[src/rtl/keypad_scanner.sv]
// keypad_scanner: 4x4 active-low matrix keypad scanner with row synchroniser,
// whole-scan debounce, single-key hex encoding and a 4-digit shift register
// that feeds the 7-segment wrapper directly.
module keypad_scanner #(
  parameter int SCAN_DIV       = 99999,
  parameter int DEBOUNCE_SCANS = 20,
  parameter int DIV_WIDTH      = 17
) (
  input  logic        CLK,
  input  logic        RESET,
  input  logic [3:0]  ROW_IN,
  output logic [3:0]  COL_OUT,
  output logic        KEY_VALID,
  output logic [3:0]  KEY_CODE,
  output logic        KEY_HELD,
  output logic [15:0] DIGIT_OUT
);

  localparam int                   CNT_W     = $clog2(DEBOUNCE_SCANS + 1);
  localparam logic [DIV_WIDTH-1:0] L_DIV_TC  = DIV_WIDTH'(SCAN_DIV);
  localparam logic [DIV_WIDTH-1:0] L_DIV_ONE = DIV_WIDTH'(1);
  localparam logic [CNT_W-1:0]     L_DB      = CNT_W'(DEBOUNCE_SCANS);
  localparam logic [CNT_W-1:0]     L_CNT_ONE = CNT_W'(1);

  // Scan result classes; NONE and MULTI always carry code 0 so that the
  // "same as previous scan" comparison ignores stale code bits.
  localparam logic [1:0] RES_NONE  = 2'd0;
  localparam logic [1:0] RES_KEY   = 2'd1;
  localparam logic [1:0] RES_MULTI = 2'd2;

  typedef enum logic [1:0] {
    ST_IDLE     = 2'd0,
    ST_PRESS_DB = 2'd1,
    ST_PRESSED  = 2'd2,
    ST_REL_DB   = 2'd3
  } state_t;

  // Number of asserted (low) rows in one column sample.
  function automatic logic [2:0] f_count_low(input logic [3:0] low);
    logic [2:0] n;
    n = 3'd0;
    for (int i = 0; i < 4; i++) begin
      n = n + {2'b00, low[i]};
    end
    return n;
  endfunction

  // Index of the lowest-numbered asserted row.
  function automatic logic [1:0] f_first_low(input logic [3:0] low);
    logic [1:0] idx;
    idx = 2'd0;
    for (int i = 3; i >= 0; i--) begin
      if (low[i]) begin
        idx = 2'(i);
      end else begin
        idx = idx;
      end
    end
    return idx;
  endfunction

  logic [3:0]           r_row_meta;
  logic [3:0]           r_row_sync;
  logic [DIV_WIDTH-1:0] r_presc;
  logic [1:0]           r_col;
  logic [3:0]           r_col_out;
  logic [1:0]           r_acc_cnt;
  logic [3:0]           r_acc_code;
  logic [1:0]           r_prev_type;
  logic [3:0]           r_prev_code;
  logic [CNT_W-1:0]     r_db_cnt;
  state_t               r_state;
  state_t               w_state_next;
  logic [3:0]           r_cand;
  logic                 r_key_valid;
  logic [3:0]           r_key_code;
  logic                 r_key_held;
  logic [15:0]          r_digits;

  logic                 w_tick;
  logic                 w_scan_done;
  logic [1:0]           w_col_next;
  logic [3:0]           w_col_low;
  logic [2:0]           w_col_cnt;
  logic [2:0]           w_tot_wide;
  logic [1:0]           w_tot_cnt;
  logic [3:0]           w_tot_code;
  logic [1:0]           w_res_type;
  logic [3:0]           w_res_code;
  logic                 w_same;
  logic [CNT_W-1:0]     w_cnt_next;
  logic                 w_db_done;
  logic                 w_res_is_cand;
  logic                 w_accept;
  logic                 w_release;
  logic                 w_load_cand;

  assign w_tick      = (r_presc == L_DIV_TC);
  assign w_scan_done = w_tick && (r_col == 2'd3);
  assign w_col_next  = r_col + 2'd1;

  // Two-flop synchroniser on the asynchronous row returns (idle rows read high).
  always_ff @(posedge CLK or posedge RESET) begin
    if (RESET) begin
      r_row_meta <= 4'hF;
      r_row_sync <= 4'hF;
    end else begin
      r_row_meta <= ROW_IN;
      r_row_sync <= r_row_meta;
    end
  end

  // Column-period prescaler, wraps after SCAN_DIV.
  always_ff @(posedge CLK or posedge RESET) begin
    if (RESET) begin
      r_presc <= '0;
    end else if (w_tick) begin
      r_presc <= '0;
    end else begin
      r_presc <= r_presc + L_DIV_ONE;
    end
  end

  // Column index and registered one-cold strobe, advanced on each tick.
  always_ff @(posedge CLK or posedge RESET) begin
    if (RESET) begin
      r_col     <= 2'd0;
      r_col_out <= 4'b1110;
    end else if (w_tick) begin
      r_col     <= w_col_next;
      r_col_out <= ~(4'b0001 << w_col_next);
    end else begin
      r_col     <= r_col;
      r_col_out <= r_col_out;
    end
  end

  // Merge the current column sample into the running scan totals and classify.
  always_comb begin
    w_col_low  = ~r_row_sync;
    w_col_cnt  = f_count_low(w_col_low);
    w_tot_wide = {1'b0, r_acc_cnt} + w_col_cnt;
    if (w_tot_wide >= 3'd2) begin
      w_tot_cnt = 2'd2;
    end else begin
      w_tot_cnt = w_tot_wide[1:0];
    end
    if (r_acc_cnt == 2'd0) begin
      w_tot_code = {f_first_low(w_col_low), r_col};
    end else begin
      w_tot_code = r_acc_code;
    end
    case (w_tot_cnt)
      2'd0: begin
        w_res_type = RES_NONE;
        w_res_code = 4'h0;
      end
      2'd1: begin
        w_res_type = RES_KEY;
        w_res_code = w_tot_code;
      end
      default: begin
        w_res_type = RES_MULTI;
        w_res_code = 4'h0;
      end
    endcase
  end

  // Per-scan accumulators: loaded each tick, cleared once column 3 is folded in.
  always_ff @(posedge CLK or posedge RESET) begin
    if (RESET) begin
      r_acc_cnt  <= 2'd0;
      r_acc_code <= 4'h0;
    end else if (w_tick) begin
      if (r_col == 2'd3) begin
        r_acc_cnt  <= 2'd0;
        r_acc_code <= 4'h0;
      end else begin
        r_acc_cnt  <= w_tot_cnt;
        r_acc_code <= w_tot_code;
      end
    end else begin
      r_acc_cnt  <= r_acc_cnt;
      r_acc_code <= r_acc_code;
    end
  end

  // Saturating count of consecutive identical scan results.
  always_comb begin
    w_same = (w_res_type == r_prev_type) && (w_res_code == r_prev_code);
    if (w_same) begin
      if (r_db_cnt >= L_DB) begin
        w_cnt_next = L_DB;
      end else begin
        w_cnt_next = r_db_cnt + L_CNT_ONE;
      end
    end else begin
      w_cnt_next = L_CNT_ONE;
    end
    w_db_done     = (w_cnt_next >= L_DB);
    w_res_is_cand = (w_res_type == RES_KEY) && (w_res_code == r_cand);
  end

  // Previous scan result and debounce count, updated at end of scan.
  always_ff @(posedge CLK or posedge RESET) begin
    if (RESET) begin
      r_prev_type <= RES_NONE;
      r_prev_code <= 4'h0;
      r_db_cnt    <= '0;
    end else if (w_scan_done) begin
      r_prev_type <= w_res_type;
      r_prev_code <= w_res_code;
      r_db_cnt    <= w_cnt_next;
    end else begin
      r_prev_type <= r_prev_type;
      r_prev_code <= r_prev_code;
      r_db_cnt    <= r_db_cnt;
    end
  end

  // FSM state register.
  always_ff @(posedge CLK or posedge RESET) begin
    if (RESET) begin
      r_state <= ST_IDLE;
    end else begin
      r_state <= w_state_next;
    end
  end

  // FSM next-state logic; only moves at end of scan.
  always_comb begin
    w_state_next = r_state;
    if (w_scan_done) begin
      case (r_state)
        ST_IDLE: begin
          if (w_res_type == RES_KEY) w_state_next = ST_PRESS_DB;
          else                       w_state_next = ST_IDLE;
        end
        ST_PRESS_DB: begin
          if (!w_res_is_cand)  w_state_next = ST_IDLE;
          else if (w_db_done)  w_state_next = ST_PRESSED;
          else                 w_state_next = ST_PRESS_DB;
        end
        ST_PRESSED: begin
          // Another key or a ghost pattern keeps the key held; only NONE releases.
          if (w_res_type == RES_NONE) w_state_next = ST_REL_DB;
          else                        w_state_next = ST_PRESSED;
        end
        ST_REL_DB: begin
          if (w_res_type != RES_NONE) w_state_next = ST_PRESSED;
          else if (w_db_done)         w_state_next = ST_IDLE;
          else                        w_state_next = ST_REL_DB;
        end
        default: w_state_next = ST_IDLE;
      endcase
    end else begin
      w_state_next = r_state;
    end
  end

  // FSM output decode: candidate capture, accept and release strobes.
  always_comb begin
    w_accept    = 1'b0;
    w_release   = 1'b0;
    w_load_cand = 1'b0;
    if (w_scan_done) begin
      case (r_state)
        ST_IDLE:     w_load_cand = (w_res_type == RES_KEY);
        ST_PRESS_DB: w_accept    = w_res_is_cand && w_db_done;
        ST_REL_DB:   w_release   = (w_res_type == RES_NONE) && w_db_done;
        default:     w_accept    = 1'b0;
      endcase
    end else begin
      w_accept = 1'b0;
    end
  end

  // Candidate key captured when a debounce attempt starts.
  always_ff @(posedge CLK or posedge RESET) begin
    if (RESET) begin
      r_cand <= 4'h0;
    end else if (w_load_cand) begin
      r_cand <= w_res_code;
    end else begin
      r_cand <= r_cand;
    end
  end

  // Registered key outputs; digit register shifts only on an accept.
  always_ff @(posedge CLK or posedge RESET) begin
    if (RESET) begin
      r_key_valid <= 1'b0;
      r_key_code  <= 4'h0;
      r_key_held  <= 1'b0;
      r_digits    <= 16'h0000;
    end else begin
      r_key_valid <= w_accept;
      if (w_accept) begin
        r_key_code <= r_cand;
        r_key_held <= 1'b1;
        r_digits   <= {r_digits[11:0], r_cand};
      end else if (w_release) begin
        r_key_held <= 1'b0;
      end else begin
        r_key_code <= r_key_code;
        r_key_held <= r_key_held;
        r_digits   <= r_digits;
      end
    end
  end

  assign COL_OUT   = r_col_out;
  assign KEY_VALID = r_key_valid;
  assign KEY_CODE  = r_key_code;
  assign KEY_HELD  = r_key_held;
  assign DIGIT_OUT = r_digits;

endmodule

[config.mk]
export PLATFORM = sky130hd
export DESIGN_NAME = keypad_scanner
export DESIGN_NICKNAME = d
export VERILOG_FILES = /design/src/rtl/keypad_scanner.sv
export SDC_FILE = /design/constraint.sdc
export NUM_CORES = 1
export LEC_CHECK = 0
export CORE_MARGIN = 8
export CORE_UTILIZATION = 57
export CTS_CLUSTER_SIZE = 12
export DETAILED_ROUTE_END_ITERATION = 10
export PLACE_DENSITY = 0.83
export SLEW_MARGIN = 20
export SYNTH_ARGS = -nofsm -noshare
export SYNTH_HDL_FRONTEND = slang
export SYNTH_SLANG_ARGS = --single-unit
export TNS_END_PERCENT = 50
[constraint.sdc]
create_clock -name CLK -period 5.15 [get_ports CLK]
set_clock_uncertainty 0.1 [all_clocks]
set_input_delay 0.7725 -clock CLK [delete_from_list [all_inputs] [get_ports CLK]]
set_output_delay 0.7725 -clock CLK [all_outputs]
set_load 0.01 [all_outputs]
==> summary.md <==
| Metric | Value |
|---|---|
| Slew Limit Fails | 0 |
| Status | completed |
| Arr. time, crit path | 4800 ps |
| CTS H-Tree Depth | 3 |
| Layout area overhead | 15.6% |
| Final nets | between 300 and 400 |
| Maxcap violations | 0 |
| Commonest non-fill, non-tap cells in the layout | dfrtp_1, nand2_1, clkdlybuf4s50_1 |
| Largest net degree at the start of global routing | 44 |
| Worst Setup Start Kind | flip-flop |
| Synth warn | 0 |
| Net Count, Synth | 332 |
| Max frequency | roughly 210 MHz |
| Place WS | 545 ps |
| DRT Pass-1 Iters | 4 |
| Rows | 28 |
| Sequential-to-total area share from yosys stat | 52.2% |
| Vias in the first global route | 2335 |
| Detailed placement HPWL | 4670 µm |
| Final Hold Fails | 0 |
| Clock latency on the worst-skew pair | 350 ps |
| Clock transition at path regs | around 70 ps |
| Routed Antenna Nets | 0 |
| RSZ-0062 raised after global routing | false |
| Clk Tree Root Cell | clkbuf_8 |
| RD Place Congestion | 0.854 |
| Crit-path max FO | 16 |
| Post-CTS sizing | 0 |
| CP Data Required Time | ~5300 ps |
| EDFF count, synth | 0 |
| Layout cells sized above 1 | between 10% and 20% |
| Synth Area per Inst | 11.0 µm² |
| Slew headroom | 53.9% |
| Vias/cell | 5.65 |
| Leading register cell type out of synthesis | dfrtp_1 |
| Most common cell after layout, fill and taps aside | dfrtp_1 |
| Endpoints failing setup | 0 |
| Final worst path period share | roughly 91% |
| Setup TNS | 0 ps |
| Worst VDD drop | ~0.00018 V |
| Crit path kind | flip-flop to flip-flop |
| Num ports | 32 |
| Effective utilization at floorplan | 58.7% |
| Setup bufs post-CTS | 0 |
| Routed wire length | 6640 µm |
| Number of DRC markers in iteration 0 | 150 |
| Mapped Cells | 315 |
| Die Y | 94.1 µm |
| Power Dens Cells | 268 nW/µm² |
| Distinct cells, synth | 57 |
| FF+latch count, synth | 72 |
| First-pass GRT wire length | roughly 11000 µm |
| Clock buffer depth | 2 |
| Die area | 8860 µm² |
| Crit end category | flip-flop |
| Grt total ovfl | 0 |
| Total core area | approximately 6000 µm² |
| Port Buffers | 31 |
| Die width | 94.1 µm |
| Total CTS buffers | 9 |
| Total number of vias | ~2.4k |
| Initial antenna violation count | 0 |
| Clk sink count | between 70 and 80 |
| Final min period | 4670 ps |
| Worst-Margin Slew | between 600 and 700 ps |
| Leakage | approximately 1.8 nW |
| Diodes inserted | 0 |
| DR WL/cell | 15.6 µm |
| Total GRT Usage | 16.5% |
| Hold Crit Class | flip-flop to flip-flop |
| Remaining routing DRC violations | 0 |
| Final WS setup | 482 ps |
| # hold bufs at CTS | 0 |
| Post-synthesis async set-or-reset flop share | 100% |
| Post-synthesis cell area | 3480 µm² |
| CTS tree | done |
-- cell type report --
type | instances | area (µm²)
fillers | 428 | 1900
flip-flops and latches | 72 | 1820
multi-input cells | 215 | 1530
repair buffers | 34 | 333
clock buffers | 13 | 159
well taps | 75 | 93.8
inverters | 14 | 52.6
clock inverters | 3 | 40.0
-- sequential cells by signal, indices dropped and copies added (netlist names) --
name,count
KEY_CODE,3
DIGIT_OUT,13
COL_OUT,4
r_acc_code,4
r_prev_code,4
r_prev_type,2
r_db_cnt,5
r_col,2
r_row_sync,4
r_state,2
r_row_meta,4
r_acc_cnt,2
KEY_HELD,1
KEY_VALID,1
r_presc,17
r_cand,4
-- through the flow --
stage / hold slack [ps] / cells / utilization (%) / instance area, µm² / total power [W]
after global placement: 246 / 410 / 64.5 / 3820 / 0.000636
after global routing: 259 / 426 / 67.9 / 4020 / 0.00112
after detailed placement: 247 / 410 / 64.5 / 3820 / 0.000638
after CTS: 254 / 426 / 67.9 / 4020 / 0.00109
after floorplan: 245 / 315 / - / 3480 / 0.000623
final: 256 / 426 / 67.9 / 4020 / 0.00108
-- power by group --
group	total (W)	switching, W	internal, W
combinational	0.0000551	0.0000377	0.0000174
sequential	0.000573	0.00000224	0.000571
clock	0.000449	0.000200	0.000249
total	0.00108	0.000240	0.000838
-- cell usage after synthesis, drive strengths merged (2+ instances only) --
cell | number | area, µm²
o31ai | 7 | 52.6
nand3 | 12 | 72.6
nand4 | 5 | 31.3
mux2 | 16 | 218
nor3 | 11 | 71.3
xor2 | 7 | 61.3
nand2 | 36 | 135
o21ai | 30 | 150
or3 | 6 | 38.8
dfrtp | 61 | 1530
or4 | 2 | 18.8
inv | 14 | 52.6
fa | 3 | 60.1
a21oi | 9 | 45.0
buf | 5 | 50.1
nor2b | 5 | 31.3
and3 | 5 | 32.5
nor2 | 13 | 48.8
clkbuf | 9 | 33.8
o311ai | 2 | 35.0
dfstp | 11 | 289
and2 | 3 | 21.3
a41oi | 2 | 17.5
xnor2 | 11 | 96.3
ha | 8 | 100
-- kinds of logic (layout without fill, tap and decap cells) --
group,count (synthesis),in the layout,share of synthesized area [%]
XOR/XNOR,18,18,4.53
multiplexers,17,17,6.55
buffers and inverters,28,64,3.92
AND/OR/NAND/NOR,106,106,16.3
AO/OA/AOI/OAI,63,63,11.9
adder cells (fa/ha/maj),11,11,4.60
flip-flops,72,72,52.2
-- metal layers --
layer  up-vias  track usage [%]  wire length, µm
met1      1156             20.6             2950
met5         -                0                0
li1       1167                -                -
met2        71             25.1             3190
met3        14             5.04              385
met4         0             8.45              119
-- critical path, cell delays in order, from the launching register on --
cell	delay (ps)
dfrtp_1	440
inv_1	100
fa_1	510
inv_1	50
fa_1	390
fa_1	460
nor2_1	440
nand2_1	340
or4_4	600
o311ai_4	110
nand3_4	150
nor3_4	200
buf_4	290
mux2_2	370
-- worst paths after layout --
| path | start | endpoint | slack (ps) | cells after the start |
|---|---|---|---|---|
| min in group asynchronous | RESET | r_prev_code[2] | 720 | 2 |
| worst max-delay path | r_acc_cnt[0] | DIGIT_OUT[14] | 480 | 13 |
| worst min-delay path | r_row_meta[1] | r_row_sync[1] | 260 | 0 |
| worst min register to register | r_row_meta[1] | r_row_sync[1] | 260 | 0 |
| worst max register to register | r_acc_cnt[0] | DIGIT_OUT[14] | 480 | 13 |
| max in group asynchronous | RESET | r_row_sync[1] | 3260 | 3 |
Note: power is estimated with default switching activity, not from simulation.
